===== src/rtl/seq_digit_comparator_if.sv =====
// Operand/result handshake bundle for seq_digit_comparator.
// The consumer-side block uses the slave modport; the stimulus side uses master.
interface seq_digit_comparator_if #(
  parameter int WIDTH = 16,
  parameter int DIGIT = 4
);
  localparam int NDIG = WIDTH / DIGIT;
  localparam int CW   = $clog2(NDIG + 1);

  logic             in_valid;
  logic             in_ready;
  logic [WIDTH-1:0] a;
  logic [WIDTH-1:0] b;
  logic             signed_mode;
  logic             out_valid;
  logic             out_ready;
  logic             lt;
  logic             eq;
  logic             gt;
  logic [CW-1:0]    cycles;

  modport master (
    output in_valid, a, b, signed_mode, out_ready,
    input  in_ready, out_valid, lt, eq, gt, cycles
  );

  modport slave (
    input  in_valid, a, b, signed_mode, out_ready,
    output in_ready, out_valid, lt, eq, gt, cycles
  );
endinterface


===== src/rtl/seq_digit_comparator.sv =====
// Multi-cycle magnitude compare: DIGIT bits per clock, MSB digit first, with
// optional early exit at the first differing digit.
module seq_digit_comparator #(
  parameter int WIDTH      = 16,
  parameter int DIGIT      = 4,
  parameter int EARLY_EXIT = 1,
  localparam int NDIG      = WIDTH / DIGIT,
  localparam int CW        = $clog2(NDIG + 1)
) (
  input  logic                  clk,
  input  logic                  rst_n,
  seq_digit_comparator_if.slave bus
);

  if (DIGIT < 1 || DIGIT > WIDTH || (WIDTH % DIGIT) != 0) begin : g_bad_cfg
    $error("seq_digit_comparator: WIDTH must be a positive multiple of DIGIT");
  end

  typedef enum logic [1:0] {S_IDLE, S_RUN, S_DONE} state_t;

  state_t           state_q, state_d;
  logic [WIDTH-1:0] a_q, a_d;
  logic [WIDTH-1:0] b_q, b_d;
  logic [CW-1:0]    cnt_q, cnt_d;
  logic [CW-1:0]    cycles_q, cycles_d;
  logic             in_ready_q, in_ready_d;
  logic             out_valid_q, out_valid_d;
  logic             lt_q, lt_d;
  logic             eq_q, eq_d;
  logic             gt_q, gt_d;

  logic [DIGIT-1:0] dig_a, dig_b;
  logic             diff_seen;
  logic             last_dig;
  logic             finish;

  always_comb begin
    state_d     = state_q;
    a_d         = a_q;
    b_d         = b_q;
    cnt_d       = cnt_q;
    cycles_d    = cycles_q;
    in_ready_d  = in_ready_q;
    out_valid_d = out_valid_q;
    lt_d        = lt_q;
    eq_d        = eq_q;
    gt_d        = gt_q;
    // Operands shift left each RUN cycle, so the current digit is always on top.
    dig_a       = a_q[WIDTH-1 -: DIGIT];
    dig_b       = b_q[WIDTH-1 -: DIGIT];
    diff_seen   = lt_q | gt_q;
    last_dig    = (cnt_q == CW'(NDIG - 1));
    finish      = 1'b0;

    unique case (state_q)
      S_IDLE: begin
        if (bus.in_valid && in_ready_q) begin
          a_d = bus.a;
          b_d = bus.b;
          // Offset-binary: flipping both sign bits turns a signed compare unsigned.
          if (bus.signed_mode) begin
            a_d[WIDTH-1] = ~bus.a[WIDTH-1];
            b_d[WIDTH-1] = ~bus.b[WIDTH-1];
          end
          lt_d       = 1'b0;
          eq_d       = 1'b0;
          gt_d       = 1'b0;
          cnt_d      = '0;
          in_ready_d = 1'b0;
          state_d    = S_RUN;
        end
      end

      S_RUN: begin
        a_d   = a_q << DIGIT;
        b_d   = b_q << DIGIT;
        cnt_d = cnt_q + 1'b1;
        if (!diff_seen && (dig_a != dig_b)) begin
          lt_d = (dig_a < dig_b);
          gt_d = (dig_a > dig_b);
          if (EARLY_EXIT != 0) finish = 1'b1;
        end
        if (last_dig) begin
          finish = 1'b1;
          if (!diff_seen && (dig_a == dig_b)) eq_d = 1'b1;
        end
        if (finish) begin
          state_d     = S_DONE;
          out_valid_d = 1'b1;
          cycles_d    = cnt_q + 1'b1;
        end
      end

      S_DONE: begin
        if (bus.out_ready) begin
          state_d     = S_IDLE;
          out_valid_d = 1'b0;
          in_ready_d  = 1'b1;
        end
      end

      default: state_d = S_IDLE;
    endcase
  end

  always_ff @(posedge clk or negedge rst_n) begin
    if (!rst_n) begin
      state_q     <= S_IDLE;
      a_q         <= '0;
      b_q         <= '0;
      cnt_q       <= '0;
      cycles_q    <= '0;
      in_ready_q  <= 1'b1;
      out_valid_q <= 1'b0;
      lt_q        <= 1'b0;
      eq_q        <= 1'b0;
      gt_q        <= 1'b0;
    end else begin
      state_q     <= state_d;
      a_q         <= a_d;
      b_q         <= b_d;
      cnt_q       <= cnt_d;
      cycles_q    <= cycles_d;
      in_ready_q  <= in_ready_d;
      out_valid_q <= out_valid_d;
      lt_q        <= lt_d;
      eq_q        <= eq_d;
      gt_q        <= gt_d;
    end
  end

  assign bus.in_ready  = in_ready_q;
  assign bus.out_valid = out_valid_q;
  assign bus.lt        = lt_q;
  assign bus.eq        = eq_q;
  assign bus.gt        = gt_q;
  assign bus.cycles    = cycles_q;

  a_result_onehot: assert property (@(posedge clk) disable iff (!rst_n)
    out_valid_q |-> $onehot({lt_q, eq_q, gt_q}));

  a_no_overlap: assert property (@(posedge clk) disable iff (!rst_n)
    !(in_ready_q && out_valid_q));

endmodule


===== src/flat_wrapper.sv =====
// flat-port wrapper written by rule: the top's interface ports become plain ports
module seq_digit_comparator_flat 
#(
  parameter int WIDTH      = 16,
  parameter int DIGIT      = 4,
  parameter int EARLY_EXIT = 1,
  localparam int NDIG      = WIDTH / DIGIT,
  localparam int CW        = $clog2(NDIG + 1)
)
  (clk, rst_n, bus_in_valid, bus_a, bus_b, bus_signed_mode, bus_out_ready, bus_in_ready, bus_out_valid, bus_lt, bus_eq, bus_gt, bus_cycles);
  seq_digit_comparator_if #(.WIDTH(WIDTH), .DIGIT(DIGIT)) bus_i ();
  input  logic clk;
  input  logic rst_n;
  input wire logic [$bits(bus_i.in_valid)-1:0] bus_in_valid;
  input wire logic [$bits(bus_i.a)-1:0] bus_a;
  input wire logic [$bits(bus_i.b)-1:0] bus_b;
  input wire logic [$bits(bus_i.signed_mode)-1:0] bus_signed_mode;
  input wire logic [$bits(bus_i.out_ready)-1:0] bus_out_ready;
  output wire logic [$bits(bus_i.in_ready)-1:0] bus_in_ready;
  output wire logic [$bits(bus_i.out_valid)-1:0] bus_out_valid;
  output wire logic [$bits(bus_i.lt)-1:0] bus_lt;
  output wire logic [$bits(bus_i.eq)-1:0] bus_eq;
  output wire logic [$bits(bus_i.gt)-1:0] bus_gt;
  output wire logic [$bits(bus_i.cycles)-1:0] bus_cycles;
  assign bus_i.in_valid = bus_in_valid;
  assign bus_i.a = bus_a;
  assign bus_i.b = bus_b;
  assign bus_i.signed_mode = bus_signed_mode;
  assign bus_i.out_ready = bus_out_ready;
  assign bus_in_ready = bus_i.in_ready;
  assign bus_out_valid = bus_i.out_valid;
  assign bus_lt = bus_i.lt;
  assign bus_eq = bus_i.eq;
  assign bus_gt = bus_i.gt;
  assign bus_cycles = bus_i.cycles;
  seq_digit_comparator #(.WIDTH(WIDTH), .DIGIT(DIGIT), .EARLY_EXIT(EARLY_EXIT)) u_core (.clk(clk), .rst_n(rst_n), .bus(bus_i));
endmodule

===== config.mk =====
export PLATFORM = sky130hd
export DESIGN_NAME = seq_digit_comparator_flat
export DESIGN_NICKNAME = d
export VERILOG_FILES = /design/src/rtl/seq_digit_comparator_if.sv /design/src/rtl/seq_digit_comparator.sv /design/src/flat_wrapper.sv
export SDC_FILE = /design/constraint.sdc
export NUM_CORES = 1
export LEC_CHECK = 0
export CAP_MARGIN = 20
export CORE_MARGIN = 1
export CORE_UTILIZATION = 50
export CTS_CLUSTER_DIAMETER = 60
export DETAILED_ROUTE_END_ITERATION = 10
export GPL_ROUTABILITY_DRIVEN = 0
export HOLD_SLACK_MARGIN = 0.1
export PLACE_DENSITY_LB_ADDON = 0.05
export SLEW_MARGIN = 10
export SYNTH_ARGS = -nofsm -noshare
export SYNTH_HDL_FRONTEND = slang
export SYNTH_SLANG_ARGS = --single-unit

===== constraint.sdc =====
create_clock -name clk -period 2 [get_ports clk]
set_input_delay 0.5 -clock clk [delete_from_list [all_inputs] [get_ports clk]]
set_output_delay 0.5 -clock clk [all_outputs]
set_load 0.005 [all_outputs]

# Word-level counts from Yosys, hierarchy flattened
# Cells that the tools add are included.
dict set report word_totals {
  register_bits 45
  word_cells 70
  out_inout_bits 8
}
dict set report op_classes {
  add_sub_neg 1
  n_eq_ne 11
  bitwise 3
  n_mux 28
  n_lt_le_gt_ge 2
  n_reduce_logical 15
}
# op n
set op_table {}
lappend op_table {{one-hot mux 16 bit (2 select lines)} 2}
lappend op_table {{two-way mux 16 bit} 2}
lappend op_table {{two-way mux 1 bit} 13}
lappend op_table {{AND reduction 3 bit} 4}
lappend op_table {{inequality test 2 x 1 -> 1 bit, second input constant} 5}
lappend op_table {{one-hot mux 1 bit (2 select lines)} 5}
lappend op_table {{two-way mux 2 bit} 3}
lappend op_table {{one-hot mux 2 bit (3 select lines)} 1}
lappend op_table {{one-hot mux 3 bit (2 select lines)} 1}
lappend op_table {{nonzero test 2 bit} 3}
lappend op_table {{equality test 4 bit} 1}
lappend op_table {{greater-than comparator 4 bit} 1}
lappend op_table {{less-than comparator 4 bit} 1}
lappend op_table {{inequality test 4 bit} 1}
lappend op_table {{AND reduction 2 bit} 2}
lappend op_table {{AND reduction 4 bit} 1}
lappend op_table {{adder 3 x 1 -> 3 bit, second input constant} 1}
lappend op_table {{equality test 3 x 2 -> 1 bit, second input constant} 1}
lappend op_table {{logical AND 1 bit} 3}
lappend op_table {{two-way mux 3 bit} 1}
lappend op_table {{equality test 2 x 1 -> 1 bit, second input constant} 1}
lappend op_table {{equality test 2 bit, second input constant} 1}
lappend op_table {{logical NOT 2 bit} 1}
lappend op_table {{inequality test 2 bit, second input constant} 1}
lappend op_table {{3 further kinds} 4}

# Depth between registers and ports, before layout
dict set report depth {
  depth_word 8
  depth_mapped 6
}

# Least setup slack after synthesis
# OpenSTA, ideal clock, no wires.
dict set report synth_path {
  path_type {register -> register}
  from {reg u_core.a_q[15]}
  to {reg u_core.cycles_q[1], in the netlist u_core.bus.cycles[1]}
  setup_ns 0.125
  setup_slack_ns 0.359
  n_path_buf 0
  arrival_time_ns 1.517
  path_stages_with_launch 6
  cell_sequence {dfrtp_1 > ha_1 > nand4_1 > a21oi_1 > nand2b_2 > mux2_2}
}
dict set report synth_via {
  elab_chain_cells 6
}
# item line
set synth_lines {}
lappend synth_lines {{from (decl)} seq_digit_comparator.sv:22} ;# logic [WIDTH-1:0] a_q, a_d;
lappend synth_lines {{from (signal assigned)} seq_digit_comparator.sv:109} ;# a_q <= '0;
lappend synth_lines {{from (signal assigned)} seq_digit_comparator.sv:120} ;# a_q <= a_d;
lappend synth_lines {{inequality test 4 bit} seq_digit_comparator.sv:78} ;# if (!diff_seen && (dig_a != dig_b)) begin
lappend synth_lines {{logical AND 1 bit} seq_digit_comparator.sv:78}
lappend synth_lines {{two-way mux 1 bit} seq_digit_comparator.sv:78}
lappend synth_lines {{two-way mux 1 bit} seq_digit_comparator.sv:83} ;# if (last_dig) begin
lappend synth_lines {{two-way mux 1 bit} seq_digit_comparator.sv:55} ;# unique case (state_q)
lappend synth_lines {{AND reduction 2 bit (no source line)} n/a}
lappend synth_lines {{to (signal assigned)} seq_digit_comparator.sv:123} ;# cycles_q <= cycles_d;
lappend synth_lines {{to (decl)} seq_digit_comparator.sv:25} ;# logic [CW-1:0] cycles_q, cycles_d;
# Every way passes these cells. The select of a mux whose other input is x is not followed.
# A chain may end at the register's enable or synchronous reset.

# Worst setup path in the final report
dict set report layout_path {
  from {reg u_core.in_ready_q, in the netlist u_core.bus.in_ready}
  to {out bus_in_ready}
}
# item line
set layout_rtl {}
lappend layout_rtl {{from (decl)} seq_digit_comparator.sv:26} ;# logic in_ready_q, in_ready_d;
lappend layout_rtl {{from (signal assigned)} seq_digit_comparator.sv:124} ;# in_ready_q <= in_ready_d;
lappend layout_rtl {{to (decl)} flat_wrapper.sv:19} ;# output wire logic [$bits(bus_i.in_ready)-1:0] bus_in_ready;
# No word-level cell between the ends.

==> impl_metrics.tcl <==
set metrics [dict create \
    status "completed" \
    cts_resized 0 \
    ys_ff_latch 45 \
    cpPeakStageDelay_ps 570 \
    antenna_found_initial 0 \
    wl_per_cell_um 14.1 \
    rows 22 \
    first_global_vias 1551 \
    yosysWarnings 0 \
    worst_ep_required_time_ps 1500 \
    async_reset_ff_frac 1.00 \
    synth_compound_area_frac 0.152 \
    finalPower_mw 3.76 \
    reg2reg_slack_ps 280 \
    cp-end-kind "output port" \
    synthCells 194 \
    critPathKind "flip-flop to output port" \
    synth_common_cells "dfrtp_1 (44), nand2_1 (31), mux2i_1 (22)" \
    synthDistinctLibCells 29 \
    cts_buffer_depth 2 \
    crit_buf_inv 1 \
    p_sw_mw 1.37 \
    clk_pin_slew_ps 80 \
    die_h_um 66.2 \
    grtUsageTotal 0.218 \
    final_nets 287 \
    synth.most_common_cell "dfrtp_1" \
    synth_fa_ha_area_frac 0.0364 \
    cts_hold_buf 0 \
    synth_edf_count 0 \
    clk_latency_ps 300 \
    power_frac_clock 0.152 \
    io_buffer_count 44 \
    worst_pin_slew_ps 408 \
    cts_tree "done" \
    drv_slew 0 \
    synthXorXnorAreaFrac 0.00850 \
    powerDensity_nw_per_um2 1410 \
    drt_first_pass_iters 4 \
    synth.area.mux_share 0.112 \
    htreeDepth 2 \
    synth_top_area_share 0.534 \
    ir_drop_v 0.00104 \
    synth_area_leaders "dfrtp_1 (53%), mux2i_1 (11%), nand2_1 (5.6%)" \
    core_um2 3800 \
    fin_skew_ps 5.71 \
    via_per_inst 5.35 \
    power_frac_comb 0.445 \
    area_growth_pct 29.2 \
    crit_chain "clkdlybuf4s50_1" \
    gr-total-overflow 0 \
    maxCapViolCount 0 \
    antenna_cells 0 \
    cp-start-kind "flip-flop" \
    hold_class "primary input to async pin" \
    drc 0 \
    drt_iter0_drc 82 \
    syn_area_um2 2060 \
    avgSynthCellArea_um2 10.6 \
    p_leak_nw 1.36 \
    antenna_left 0 \
    cts_sinks 45 \
    netSwitchingFraction 0.365 \
    hold_slack_ps 116 \
    p_int_mw 2.39 \
    finalHoldViolations 0 \
    report.final.setup_viol 0 \
    cpMaxStageDelayCell "dfstp_2" \
    start_util 0.543 \
    period_needed_ps 1880 \
    synth_top_family_by_area "compound AO/OA/AOI/OAI gates" \
    syn_nets 237 \
    dp_hpwl_um 3030 \
    num_vias 1569 \
    cts-root-buf "clkbuf_8" \
    drive_above_1_share 0.0898 \
    rsz0062_at_grt "no" \
    synth_simple_gate_area_frac 0.0977 \
    grt_pass1_wl_um 6980 \
    p_seq_frac 0.403 \
    cts_made_buffers 5 \
    wl_um 4130 \
    ys.flop_type "dfrtp_1" \
    critPathMaxFanout 5 \
    grt_max_degree 58 \
    fin_crit_sh 0.939 \
    postLayoutCoreUtil 0.702 \
    die_x_um 66.2 \
    crit_family "flip-flops" \
    synth_seq_area_share 0.547 \
    final.setup.tns_ps 0 \
    ioPinCount 45 \
    post_cts_buffers 0 \
    fmax_ghz 0.533 \
    relSlewSlack 0.728 \
    yosysTopAreaCell "dfrtp_1" \
    die_area_um2 4390 \
    arrival_ps 1380 \
]
==> layer usage <==
metal / up-vias / share of wire / track usage
met2: 32 / 0.48 / 0.347
met5: - / 0 / 0
met4: 0 / 0.012 / 0.0638
li1: 769 / - / -
met3: 5 / 0.038 / 0.0724
met1: 763 / 0.47 / 0.283
==> area by class of cell <==
| class | instances | area, um^2 |
|---|---|---|
| clock buffers | 8 | 90.1 |
| fillers | 299 | 1130 |
| inverters | 9 | 33.8 |
| multi-input cells | 130 | 838 |
| flip-flops and latches | 45 | 1130 |
| well taps | 48 | 60.1 |
| repair buffers | 53 | 515 |
==> sequential cells by signal, summed over array words and instances, names as in the netlist <==
name                  cells
u_core.a_q               16
u_core.bus.in_ready       1
u_core.bus.lt             1
u_core.bus.gt             1
u_core.bus.out_valid      1
u_core.bus.eq             1
u_core.state_q            2
u_core.cnt_q              3
u_core.b_q               16
u_core.bus.cycles         3
==> metrics by stage <==
stage          setup WS [ps]  area [um^2]  instances
2_1_floorplan            359         2060        194
3_3_place_gp            72.5         2570        285
3_5_place_dp            58.2         2570        285
4_1_cts                  108         2670        293
5_1_grt                 71.5         2670        293
6_report                 123         2670        293
==> cells in the final DEF (no fill, tap or decap), types with 2 or more instances in the layout <==
cell | netlist | final
a22o_1 | 9 | 9
nand2b_1 | 2 | 2
nand2_1 | 31 | 31
o21ai_0 | 17 | 17
clkbuf_1 | 2 | 2
o21ai_1 | 16 | 16
ha_1 | 6 | 6
buf_4 | 1 | 8
inv_1 | 9 | 9
xor2_1 | 2 | 2
dfrtp_1 | 44 | 44
clkdlybuf4s50_1 | 0 | 43
clkbuf_8 | 0 | 6
nor2_1 | 4 | 4
a21oi_1 | 9 | 9
mux2i_1 | 22 | 22
==> final timing paths <==
path                       depth (start not counted)                 from              endpoint
min reg2reg                                        2        u_core.a_q[6]         u_core.a_q[6]
min in group clk                                   2        u_core.a_q[6]         u_core.a_q[6]
min                                                1                rst_n         u_core.b_q[8]
max reg2reg                                        6       u_core.b_q[15]  u_core.bus.cycles[1]
max                                                1  u_core.bus.in_ready          bus_in_ready
max in group asynchronous                          2                rst_n   u_core.bus.in_ready
==> power groups by stage <==
stage	clock [mW]	sequential [mW]	combinational (mW)
5_1_grt	0.628	1.56	1.90
6_report	0.570	1.52	1.67
4_1_cts	0.591	1.52	1.69
3_5_place_dp	0	1.53	1.68
2_1_floorplan	0	1.48	1.16
3_3_place_gp	0	1.51	1.61
==> logic make-up (layout without fill, tap and decap cells) <==
family                     count (synthesis)  in the layout
adders and majority gates                  6              6
muxes                                     23             23
and+or+nand+nor                           45             45
xor gates and xnor gates                   2              2
buffers and inverters                     19             70
DFF                                       45             45
AOI/OAI and AO/OA                         54             54
Power figures use the tool's default switching activity.
